File: src/rtl/router_pkg.sv
// Shared router definitions: flit width, header field positions and direction encoding.
// Used by both the 5-way arbiter-merge stage and the XY route-split stage.
package router_pkg;
    localparam int FLIT_W    = 32;
    localparam int NUM_DIR   = 5;
    localparam int DST_X_MSB = 31;
    localparam int DST_X_LSB = 28;
    localparam int DST_Y_MSB = 27;
    localparam int DST_Y_LSB = 24;

    typedef enum logic [2:0] {
        DIR_WEST  = 3'd0,
        DIR_EAST  = 3'd1,
        DIR_NORTH = 3'd2,
        DIR_SOUTH = 3'd3,
        DIR_LOCAL = 3'd4
    } dir_e;
endpackage

File: src/rtl/xy_route_calc.sv
// Dimension-order (X first, then Y) route computation -> one-hot direction.
module xy_route_calc
    import router_pkg::*;
#(
    parameter int COORD_W = 4,
    parameter int LOCAL_X = 1,
    parameter int LOCAL_Y = 1
) (
    input  logic [COORD_W-1:0] dst_x,
    input  logic [COORD_W-1:0] dst_y,
    output logic [NUM_DIR-1:0] dir_5
);
    localparam logic [COORD_W-1:0] LX = COORD_W'(LOCAL_X);
    localparam logic [COORD_W-1:0] LY = COORD_W'(LOCAL_Y);

    // Resolve X offset fully before looking at Y; unsigned compares throughout.
    always_comb begin
        dir_5 = '0;
        if (dst_x > LX)      dir_5[DIR_EAST]  = 1'b1;
        else if (dst_x < LX) dir_5[DIR_WEST]  = 1'b1;
        else if (dst_y > LY) dir_5[DIR_NORTH] = 1'b1;
        else if (dst_y < LY) dir_5[DIR_SOUTH] = 1'b1;
        else                 dir_5[DIR_LOCAL] = 1'b1;
    end
endmodule

File: src/rtl/xy_route_split_32b.sv
// XY route-split stage: routes each incoming flit into a small FIFO tagged with its
// one-hot direction and presents the head flit on exactly one of five outputs.
// Optional build macro STATS_EN adds five saturating per-direction pop counters.
module xy_route_split_32b
    import router_pkg::*;
#(
    parameter int LOCAL_X = 1,
    parameter int LOCAL_Y = 1,
    parameter int COORD_W = 4,
    parameter int DEPTH   = 2
) (
    input  logic               clk,
    input  logic               rst,
    input  logic               i_valid,
    output logic               o_ready,
    input  logic [FLIT_W-1:0]  i_data_32,
    output logic [NUM_DIR-1:0] o_valid_5,
    input  logic [NUM_DIR-1:0] i_ready_5,
    output logic [FLIT_W-1:0]  o_data_32
`ifdef STATS_EN
   ,input  logic [2:0]         o_stat_sel,
    output logic [15:0]        o_stat_cnt_16
`endif
);
    localparam int PTR_W = $clog2(DEPTH);
    localparam int CNT_W = $clog2(DEPTH) + 1;

    logic [FLIT_W-1:0]  mem_data [DEPTH];
    logic [NUM_DIR-1:0] mem_dir  [DEPTH];
    logic [PTR_W-1:0]   rd_ptr, wr_ptr;
    logic [CNT_W-1:0]   count;
    logic [FLIT_W-1:0]  last_data;
    logic [NUM_DIR-1:0] in_dir;
    logic [NUM_DIR-1:0] head_dir;
    logic               push, pop;

    xy_route_calc #(
        .COORD_W (COORD_W),
        .LOCAL_X (LOCAL_X),
        .LOCAL_Y (LOCAL_Y)
    ) u_calc (
        .dst_x (i_data_32[DST_X_LSB +: COORD_W]),
        .dst_y (i_data_32[DST_Y_LSB +: COORD_W]),
        .dir_5 (in_dir)
    );

    // Ready depends only on occupancy, so a full FIFO refuses a push even while popping.
    assign o_ready   = (count < CNT_W'(DEPTH));
    assign head_dir  = (count != '0) ? mem_dir[rd_ptr] : '0;
    assign o_valid_5 = head_dir;
    // When empty, keep showing the most recently popped flit rather than stale storage.
    assign o_data_32 = (count != '0) ? mem_data[rd_ptr] : last_data;
    assign push      = i_valid & o_ready;
    assign pop       = |(head_dir & i_ready_5);

    // FIFO storage, pointers, occupancy and last-popped data.
    always_ff @(posedge clk or negedge rst) begin
        if (!rst) begin
            rd_ptr    <= '0;
            wr_ptr    <= '0;
            count     <= '0;
            last_data <= '0;
            for (int i = 0; i < DEPTH; i++) begin
                mem_data[i] <= '0;
                mem_dir[i]  <= '0;
            end
        end else begin
            if (push) begin
                mem_data[wr_ptr] <= i_data_32;
                mem_dir[wr_ptr]  <= in_dir;
                wr_ptr           <= wr_ptr + 1'b1;
            end
            if (pop) begin
                last_data <= mem_data[rd_ptr];
                rd_ptr    <= rd_ptr + 1'b1;
            end
            case ({push, pop})
                2'b10:   count <= count + 1'b1;
                2'b01:   count <= count - 1'b1;
                default: count <= count;
            endcase
        end
    end

`ifdef STATS_EN
    logic [15:0] stat_cnt [NUM_DIR];

    // Per-direction pop counters, saturating at all-ones.
    always_ff @(posedge clk or negedge rst) begin
        if (!rst) begin
            for (int d = 0; d < NUM_DIR; d++) stat_cnt[d] <= '0;
        end else if (pop) begin
            for (int d = 0; d < NUM_DIR; d++)
                if (head_dir[d] && stat_cnt[d] != 16'hFFFF) stat_cnt[d] <= stat_cnt[d] + 16'd1;
        end
    end

    // Counter readout; out-of-range selects read as zero.
    always_comb begin
        o_stat_cnt_16 = '0;
        for (int d = 0; d < NUM_DIR; d++)
            if (o_stat_sel == 3'(d)) o_stat_cnt_16 = stat_cnt[d];
    end
`endif
endmodule

File: config.mk
export PLATFORM = sky130hd
export DESIGN_NAME = xy_route_split_32b
export DESIGN_NICKNAME = d
export VERILOG_FILES = /design/src/rtl/router_pkg.sv /design/src/rtl/xy_route_calc.sv /design/src/rtl/xy_route_split_32b.sv
export SDC_FILE = /design/constraint.sdc
export NUM_CORES = 1
export LEC_CHECK = 0
export ABC_AREA = 1
export BUFFER_PORTS_ARGS = -buffer_cell sky130_fd_sc_hd__buf_2
export CORE_ASPECT_RATIO = 0.7
export CORE_MARGIN = 4
export CORE_UTILIZATION = 64
export CTS_BUF_LIST = sky130_fd_sc_hd__clkbuf_8
export CTS_CLUSTER_DIAMETER = 100
export DETAILED_ROUTE_END_ITERATION = 10
export PLACE_DENSITY = 0.9
export SETUP_SLACK_MARGIN = 0.3
export SLEW_MARGIN = 20
export SYNTH_ARGS = -nofsm -noshare
export SYNTH_HDL_FRONTEND = slang
export SYNTH_SLANG_ARGS = --single-unit
File: constraint.sdc
create_clock -name clk -period 5.3 [get_ports clk]
set_input_delay 0.265 -clock clk [delete_from_list [all_inputs] [get_ports clk]]
set_output_delay 0.265 -clock clk [all_outputs]
set_load 0.02 [all_outputs]
==> results of run 1 <==
==> layout make-up <==
class / count / area [µm²] / area share (%)
flip-flops and latches: 110 / 2750 / 46.8
well taps: 101 / 126 / 2.15
inverters: 43 / 163 / 2.77
clock buffers: 10 / 138 / 2.34
multi-input cells: 393 / 2170 / 36.9
clock inverters: 6 / 109 / 1.85
repair buffers: 81 / 420 / 7.15
==> stage by stage <==
| stage | setup WS (ns) | power [mW] |
|---|---|---|
| 2_1_floorplan | 3.40 | 0.863 |
| 3_3_place_gp | 2.51 | 0.896 |
| 3_5_place_dp | 2.37 | 0.898 |
| 4_1_cts | 2.34 | 1.49 |
| 5_1_grt | 2.12 | 1.54 |
| 6_report | 2.36 | 1.48 |
==> worst register-to-register path: stages (launching register included) <==
cell,delay [ns]
dfrtp_2,0.48
inv_2,0.09
nand2_1,0.08
nand2_1,0.06
nand3_1,0.08
nand2_2,0.40
inv_2,0.76
nand2_1,0.18
ha_1,0.33
a21oi_1,0.11
o21ai_0,0.11
xor2_1,0.15
==> power breakdown <==
part / internal (mW) / switching, mW / leakage [nW]
sequential: 0.839 / 0 / 1.53
combinational: 0.0134 / 0.0286 / 1.62
clock: 0.326 / 0.275 / 0.126
==> path summary, 6_finish.rpt <==
kind / from / endpoint / slack (ns)
max: rd_ptr / count[1] / 2.36
min: i_data_32[21] / mem_data[53] / 0.14
max reg2reg: rd_ptr / count[1] / 2.36
min reg2reg: mem_data[34] / mem_data[34] / 0.49
max in group asynchronous: rst / rd_ptr / 3.59
min in group asynchronous: rst / mem_data[1] / 0.41
==> cell usage after synthesis (all sizes together) <==
master  instances
xnor2           1
a21oi           4
clkbuf         13
nor2            6
and3            1
nand2         165
o21ai         107
nand4           1
ha              1
xor2            1
dfrtp         110
mux2i          32
inv            43
nand3          41
o21bai         33
buf            26
==> routing by layer <==
metal	GRT usage, %	vias up	routed length (µm)
met2	39.1	132	5540
met1	35.4	2038	5170
met4	5.31	0	80
met5	0	-	0
met3	6.41	9	659
li1	-	2020	-
==> cell families (layout without fill, tap and decap cells) <==
kind of cell / Yosys count / count (layout)
AO/OA/AOI/OAI: 144 / 144
XOR/XNOR: 2 / 2
flip-flops: 110 / 110
multiplexers: 32 / 32
adder cells (fa/ha/maj): 1 / 1
AND/OR/NAND/NOR: 214 / 214
buffers and inverters: 82 / 140
==> state kept, by name, indices dropped and copies added, names as in the netlist <==
name,count
mem_data,64
last_data,32
mem_dir,10
count,2
rd_ptr,1
wr_ptr,1
==> cells in the final DEF (no fill, tap or decap) <==
master | synthesis | layout
dlygate4sd3_1 | 0 | 1
inv_1 | 37 | 36
xnor2_1 | 1 | 1
nand2_2 | 4 | 4
dfrtp_1 | 110 | 109
o21ai_1 | 15 | 15
clkbuf_8 | 0 | 10
nand2_1 | 160 | 160
dfrtp_2 | 0 | 1
clkinv_4 | 0 | 1
nand3_1 | 17 | 16
nor2_1 | 5 | 5
o21bai_1 | 33 | 33
buf_4 | 4 | 4
nand2_4 | 1 | 1
xor2_1 | 1 | 1
nand4_1 | 1 | 1
bufinv_16 | 0 | 3
nand3_2 | 24 | 25
and3_1 | 1 | 1
ha_1 | 1 | 1
nor2_8 | 1 | 1
mux2i_1 | 32 | 32
o21ai_0 | 92 | 92
inv_2 | 6 | 6
buf_2 | 13 | 76
clkinv_2 | 0 | 3
a21oi_1 | 4 | 4
==> timing repair <==
action	4_1_cts	5_1_grt
resized for setup	0	0
setup buffers	0	0
setup endpoints to repair	0	0
hold buffers	1	0
endpoints found under the hold margin	42	0
==> flow_summary.toml, run 1 <==
[run_status]
outcome = "finished clean"

[synthesis]
synth_top_family_by_area = "simple AND/OR/NAND/NOR gates"
synth_top_cell_by_area = "dfrtp_1"
netlist.area_leader.share_pct = 51.7
yosys_warnings = 0
syn_inst = 585
yosysSeqAreaShare_pct = 51.7
synth_mux_area_share_pct = 6.01
synth.distinct_cells = 25
synthTopCellsByArea = "dfrtp_1, nand2_1, o21ai_0"
ys_ff_latch = 110
postSynthAreaPerCell_um2 = 9.11
synth_compound_area_share_pct = 15.1
synth_nets = 626
synth_area_um2 = 5330
yosys.area_share.simple_pct = 19.0
synthXorXnorAreaFrac_pct = 0.329
synth_adder_area_share_pct = 0.235

[sta]
rsz0062_at_grt = "false"
setup_violations = 0
clock.fmax_ghz = 0.340
hold_viol_final = 0
fin_crit_sh_pct = 55.5
slew_headroom_pct = 37.5
finalClockSkew_ns = 0.0118
maxSlewViolCount = 0
fin_tns_setup_ns = 0
period_minus_slack_ns = 2.94
fin_hold_ws_ns = 0.137
worst_slew_pin_slew_ns = 0.936

[floorplan]
num_rows = 27
core_area_um2 = 7970
initial_core_util_pct = 66.8
die_y_um = 84.3
dieArea_um2 = 9870
die-width_um = 117
ios = 78

[worst_setup_path]
end_kind = "register"
cp_num_buf_inv = 2
reg2reg_depth = 11
slowest_delay_ns = 0.76
cpMaxStageDelayCell = "inv_2"
critical_path.cell_chain = "inv_2, nand2_1, nand2_1, nand3_1, nand2_2, inv_2, nand2_1, ha_1, a21oi_1, o21ai_0, xor2_1"
path_class = "reg2reg"
cp_num_cells = 11
path_max_fanout = 34
crit_family = "buffers and inverters"
cp_common_cell = "nand2_1"
crit_arrival_ns = 3.21
cp.required_ns = 5.57
startpoint_type = "register"

[final_layout]
nets = 679
postLayoutCoreUtil_pct = 73.8
drive_gt1_share_pct = 21.0
syn_to_final_growth_pct = 10.4
fin_area_um2 = 5880
stdcell_count = 744
nFillCells = 589
insertedDiodeCount = 0

[placement]
hpwlAfterDp_um = 7500
port_buffers = 77
gp_congestion = 0.825
place_inst = 727
dpl_cell_area_um2 = 5620

[clock_network]
h-tree-depth = 3
clock_tree.buffer_depth = 2
cts_tree = "done"
cts.clk_slew.worst_paths_ns = 0.10
cts_buffers = 9
clk_latency_ns = 0.38
cts.sinks = 110
ctsRootBufferMaster = "clkbuf_8"

[global_routing]
antenna_found_initial = 0
grt-ovfl-total = 0
grt_util_all_layers_pct = 24.9
grt_pass1_wl_um = 19600
grt_pass1_vias = 4099
grt_max_degree = 76

[routing]
vias = 4199
wl_per_cell_um = 15.4
ant_nets = 0
dr.first_iter.drc_count = 363
drcViolationCount = 0
via_per_inst = 5.64
finalWirelength_um = 11500
dr.pass1.iters = 5

[run]
timing.max_cap.violations = 0

[power_and_ir_drop]
power.density_nw_per_um2 = 252
p_leak_nw = 3.28
ir_worst_vdd_mv = 0.229

[worst_hold_path]
min_path_cells = 3
hp-class = "in2reg"
No activity file was read; power rests on OpenSTA's default activity.
==> run 2: changes to the inputs <==
- ABC_AREA: 1 -> 0
- CORE_UTILIZATION: 64 -> 59
- PLACE_DENSITY: 0.9 -> 0.84
- clock period: 5.3 -> 2.9 ns (I/O delays scaled with it)
==> run 2 against run 1 <==
Net effect:
- final cell count shrank 7.8%
- routed wire length shrank 3.9%
- non-clock buffer count grew 32
- utilization shrank 0.10 points
- die area grew 2.2%
- combinational power grew to 84 times the previous value
- area after synthesis shrank 5.6%
- worst setup slack lost 1.9 ns
- global-route usage shrank 1.7 points
- via count shrank 11%
- register-to-register slack lost 1.9 ns
- hold slack lost 0.12 ns
- largest cell class unchanged
==> flow_summary.toml, run 2 <==
[run_status]
outcome = "finished clean"

[synthesis]
yosysSeqAreaShare_pct = 54.8
netlist.area_leader.share_pct = 54.8
synthTopCellsByCount = "dfrtp_1, nand2_1, mux2i_1"
synth_area_um2 = 5030
synth_most_common_cell = "dfrtp_1"
synth_top_cell_by_area = "dfrtp_1"
synth_edf_count = 0
synthArstFlopShare_pct = 100
synth.distinct_cells = 30
postSynthAreaPerCell_um2 = 10.4
ys.flop_type = "dfrtp_1"
synthTopCellsByArea = "dfrtp_1, mux2i_1, nand2_1"
ys_ff_latch = 110
syn_inst = 483
yosys_warnings = 0
synth_nets = 524

[worst_setup_path]
end_kind = "register"
path_max_fanout = 14
crit_family = "simple AND/OR/NAND/NOR gates"
path_class = "reg2reg"
cp.required_ns = 3.21
cp_common_cell = "xnor2_1"
startpoint_type = "register"
crit_arrival_ns = 2.73
r2r-end = "count[1]"
critical_path.cell_chain = "mux2i_1, nor3b_1, or4_2, ha_1, xnor2_1, nor2_1, xnor2_1"
reg2reg_from = "rd_ptr"
r2r_setup_slack_ns = 0.48
endpoint = "count[1]"
reg2reg_depth = 7
critPathLaunch = "rd_ptr"
slowest_delay_ns = 0.72
cp_num_buf_inv = 0
cpMaxStageDelayCell = "or4_2"
cp_num_cells = 7

[sta]
rsz0062_at_grt = "false"
setup_violations = 0
fin_tns_setup_ns = 0
period_minus_slack_ns = 2.42
finalClockSkew_ns = 0.0135
fin_crit_sh_pct = 83.6
clock.fmax_ghz = 0.413
hold_viol_final = 0
worst_slew_pin_slew_ns = 0.786
maxSlewViolCount = 0
slew_headroom_pct = 47.6

[routing]
dr.first_iter.drc_count = 265
dr.pass1.iters = 4
vias = 3733
finalWirelength_um = 11000
wl_per_cell_um = 16.0
drcViolationCount = 0
ant_nets = 0
via_per_inst = 5.44

[final_layout]
largest_reg_flops = 64
mostFrequentLayoutCells = "dfrtp_1, nand2_1, buf_2, mux2i_1, nor2_1"
nets = 621
regMostFlops = "mem_data"
top_regs = "mem_data (64), last_data (32), mem_dir (10)"
syn_to_final_growth_pct = 18.3
final_common_cell = "dfrtp_1"
drive_gt1_share_pct = 18.5
fin_area_um2 = 5950
insertedDiodeCount = 0

[clock_network]
post_cts_buffers = 0
clock_tree.buffer_depth = 2
cts_buffers = 9
h-tree-depth = 3
cts.sinks = 110
cts.clk_slew.worst_paths_ns = 0.10
cts_tree = "done"
ctsRootBufferMaster = "clkbuf_8"
clk_latency_ns = 0.38

[floorplan]
dieArea_um2 = 10100
ios = 78
core_area_um2 = 8070
num_rows = 27
die_y_um = 85.2
die-width_um = 118
initial_core_util_pct = 62.3

[placement]
gp_congestion = 0.821
port_buffers = 77
dpl_cell_area_um2 = 5470
hpwlAfterDp_um = 7390

[worst_hold_path]
hp-class = "in2reg"

[global_routing]
grt_util_all_layers_pct = 23.3
antenna_found_initial = 0
grt_max_degree = 65
grt_pass1_vias = 3885
grt-ovfl-total = 0
grt_pass1_wl_um = 18800

[power_and_ir_drop]
p_leak_nw = 3.04
power.density_nw_per_um2 = 1200
ir_worst_vdd_mv = 0.708

[run]
timing.max_cap.violations = 0
[run 2: logic make-up (layout without fill, tap and decap cells)]
| kind of cell | Yosys count | in the layout | synth area share (%) |
|---|---|---|---|
| buffers and inverters | 60 | 162 | 5.75 |
| flip-flops | 110 | 110 | 54.8 |
| XOR/XNOR | 4 | 4 | 0.697 |
| AO/OA/AOI/OAI | 45 | 45 | 4.60 |
| AND/OR/NAND/NOR | 162 | 162 | 13.0 |
| adder cells (fa/ha/maj) | 1 | 1 | 0.249 |
| multiplexers | 101 | 101 | 20.9 |
[run 2: final cells by class]
class,instances,area [µm²]
clock inverters,7,72.6
repair buffers,113,753
flip-flops and latches,110,2750
multi-input cells,313,1990
well taps,101,126
inverters,33,124
clock buffers,9,124
fillers,580,2130
[run 2: stage by stage]
step / hold slack (ns) / setup WS [ns] / std cells / power (mW) / utilization (%)
6_report: 0.0125 / 0.477 / 686 / 7.14 / 73.7
3_3_place_gp: 0.256 / 0.580 / 642 / 6.04 / 67.8
3_5_place_dp: 0.272 / 0.508 / 642 / 6.23 / 67.8
5_1_grt: 0.00445 / 0.380 / 686 / 7.66 / 73.7
4_1_cts: 0.00168 / 0.487 / 685 / 7.19 / 73.5
2_1_floorplan: -0.151 / 0.688 / 483 / 5.24 / -
[run 2: worst min-delay path by stage]
stage / start / end / slack (ns) / depth (start not counted)
after floorplan: rst / count[0] / -0.15 / 0
after global placement: rst / mem_dir[1] / 0.26 / 1
after detailed placement: rst / mem_dir[4] / 0.27 / 1
after CTS: i_data_32[8] / mem_data[40] / 0.002 / 3
after global routing: i_data_32[8] / mem_data[40] / 0.004 / 3
final: i_data_32[8] / mem_data[40] / 0.01 / 3
[run 2: report_power, final]
part           total, mW  internal, mW  switching (mW)
clock              0.933         0.401           0.532
combinational       3.52          1.38            2.13
sequential          2.69          2.25           0.441
total               7.14          4.03            3.11
[run 2: what timing repair did]
item,CTS,global route
resized for setup,0,0
endpoints found under the hold margin,107,1
setup endpoints to repair,0,0
hold buffers,27,1
[run 2: per-layer routing]
layer  GRT usage (%)  wire, µm  vias up
met4            5.43       117        0
li1                -         -     1776
met3            7.20       758       14
met2            37.6      5200      104
met1            31.2      4930     1839
met5               0         0        -
[run 2: worst register-to-register path: stages, from the launching register on]
cell and delay, ns:
dfrtp_2 0.63, mux2i_1 0.31, nor3b_1 0.09, or4_2 0.72
ha_1 0.23, xnor2_1 0.13, nor2_1 0.12, xnor2_1 0.12
==> run 3: changes to the inputs <==
- CORE_UTILIZATION: 59 -> 53
- PLACE_DENSITY: 0.84 -> 0.8
- clock period: 2.9 -> 1.98 ns (I/O delays scaled with it)
==> run 3 against run 2 <==
Net effect:
- the run now ends with setup timing left
- flip-flop and latch count unchanged
- utilization increased by 10 points
- final area increased by 29%
- die area increased by 10%
- first-iteration DRC count increased by 15%
- clock skew increased by 0.0032 ns
- non-clock buffer count increased by 42
- hold slack improved by 0.11 ns
- clock power increased by 74%
==> flow_summary.toml, run 3 (synthesis gave the netlist of run 2 again) <==
[run_status]
outcome = "finished, violations left"
violations = "setup timing"

[sta]
worst_slack_ns = -0.145
hold_viol_final = 0
period_minus_slack_ns = 2.12
slew_headroom_pct = 56.2
rsz0062_at_grt = "true"
finalClockSkew_ns = 0.0167
clock.fmax_ghz = 0.471
fin_crit_sh_pct = 107
maxSlewViolCount = 0
setup_violations = 55
worst_slew_pin_slew_ns = 0.651

[final_layout]
regMostFlops = "mem_data"
top_regs = "mem_data (64), last_data (32), mem_dir (10)"
mostFrequentLayoutCells = "dfrtp_1, nand2_1, buf_2, mux2i_1"
largest_reg_flops = 64
final_common_cell = "dfrtp_1"
drive_gt1_share_pct = 38.8
syn_to_final_growth_pct = 53.0
nets = 663
insertedDiodeCount = 0

[routing]
dr.first_iter.drc_count = 306
finalWirelength_um = 16100
via_per_inst = 5.69
ant_nets = 0
dr.pass1.iters = 5
wl_per_cell_um = 21.5
drcViolationCount = 0
vias = 4264

[worst_hold_path]
hp-class = "in2reg"

[clock_network]
ctsRootBufferMaster = "clkbuf_8"
clk_latency_ns = 0.40
cts_tree = "done"
cts.clk_slew.worst_paths_ns = 0.11
cts_buffers = 9
clock_tree.buffer_depth = 2
h-tree-depth = 3
cts.sinks = 110

[floorplan]
ios = 78
initial_core_util_pct = 55.0
num_rows = 29
die-width_um = 124
die_y_um = 89.5
dieArea_um2 = 11100
core_area_um2 = 9140

[power_and_ir_drop]
swShare_pct = 43.0
power.total_mw = 15.8
p_sw_mw = 6.80
p_seq_share_pct = 27.7
clkPwrFrac_pct = 10.2
power.density_nw_per_um2 = 2060
pwr-share-comb_pct = 62.1
internal_power_mw = 9.02
p_leak_nw = 3.47
ir_worst_vdd_mv = 1.04

[worst_setup_path]
end_kind = "register"
critical_path.cell_chain = "mux2i_2, o22ai_1, or4_4, ha_4, xnor2_2, nor2_1, xnor2_1"
path_max_fanout = 7
cpMaxStageDelayCell = "or4_4"
cp.required_ns = 2.29
path_class = "reg2reg"
slowest_delay_ns = 0.57
cp_num_buf_inv = 0
crit_arrival_ns = 2.44
startpoint_type = "register"
crit_family = "simple AND/OR/NAND/NOR gates"

[global_routing]
antenna_found_initial = 0
grt_util_all_layers_pct = 25.4
grt_max_degree = 111
grt-ovfl-total = 0
grt_pass1_wl_um = 22100
grt_pass1_vias = 4264

[run]
timing.max_cap.violations = 0

[placement]
pre_cts_slack_ns = -0.220
hpwlAfterDp_um = 7350
gp_congestion = 0.761
port_buffers = 77
run 3: cell count changes in the layout (fill, tap and decap cells not counted), sizes merged:
cell / change
bufinv: +2
dlygate4sd3: +5
clkinv: -3
buf: +33
inv: +1
clkinvlp: -1
clkbuf: +4
run 3: path summary, 6_finish.rpt:
| kind | start | endpoint | slack [ns] | depth (start not counted) |
|---|---|---|---|---|
| max in group asynchronous | rst | rd_ptr | 1.18 | 3 |
| hold / removal | i_valid | wr_ptr | 0.12 | 4 |
| setup reg to reg | rd_ptr | count[1] | -0.14 | 7 |
| hold reg to reg | mem_data[51] | mem_data[51] | 0.51 | 2 |
| setup / recovery | rd_ptr | count[1] | -0.14 | 7 |
| min in group asynchronous | rst | mem_data[25] | 0.31 | 3 |
run 3: metal layers:
layer  routed length [µm]  up-vias  GRT usage, %
met5                    0        -             0
met4                  572        0          10.1
met3                 1010       50          6.09
met2                 8230      193          43.3
met1                 6300     2154          32.2
li1                     -     1867             -
run 3: final cells by class:
type	count	area (µm²)
clock buffer	9	124
clock inverter	6	105
fill	453	1450
inverter	33	124
multi-input combinational	313	2820
sequential	110	2750
tap	124	155
timing repair buffer	155	1610
run 3: metrics by stage:
stage	cells	instance area [µm²]	setup TNS, ns	hold WS (ns)	utilization (%)
CTS	742	7030	-0.0783	0.182	76.8
global placement	676	5620	-1.28	0.209	61.5
finish	750	7690	-2.83	0.118	84.1
floorplan	483	5040	-0.313	-0.197	-
global route	750	7690	-5.60	0.136	84.1
detailed placement	676	5620	-4.24	0.221	61.5
run 3: power by group through the flow:
stage	clock, mW	combinational [mW]	sequential (mW)
after CTS	1.59	7.72	4.03
after floorplan	0	3.96	3.74
after global placement	0	5.25	3.85
after detailed placement	0	5.41	3.91
after global routing	1.72	10.3	4.46
final	1.62	9.81	4.38
run 3: worst reg2reg max path, delay by kind of cell (launching register included):
family                   cells  cell delay [ns]
AO/OA/AOI/OAI                1             0.11
XOR/XNOR                     2             0.26
adder cells (fa/ha/maj)      1             0.19
flip-flops                   1             0.50
multiplexers                 1             0.28
AND/OR/NAND/NOR              2             0.70
run 3: timing repair:
item,CTS,global route
endpoints found under the hold margin,174,0
pin swaps,6,9
hold buffers,33,0
endpoints found under the setup margin,100,98
resized for setup,153,110
buffers inserted,12,3
cloned,6,5
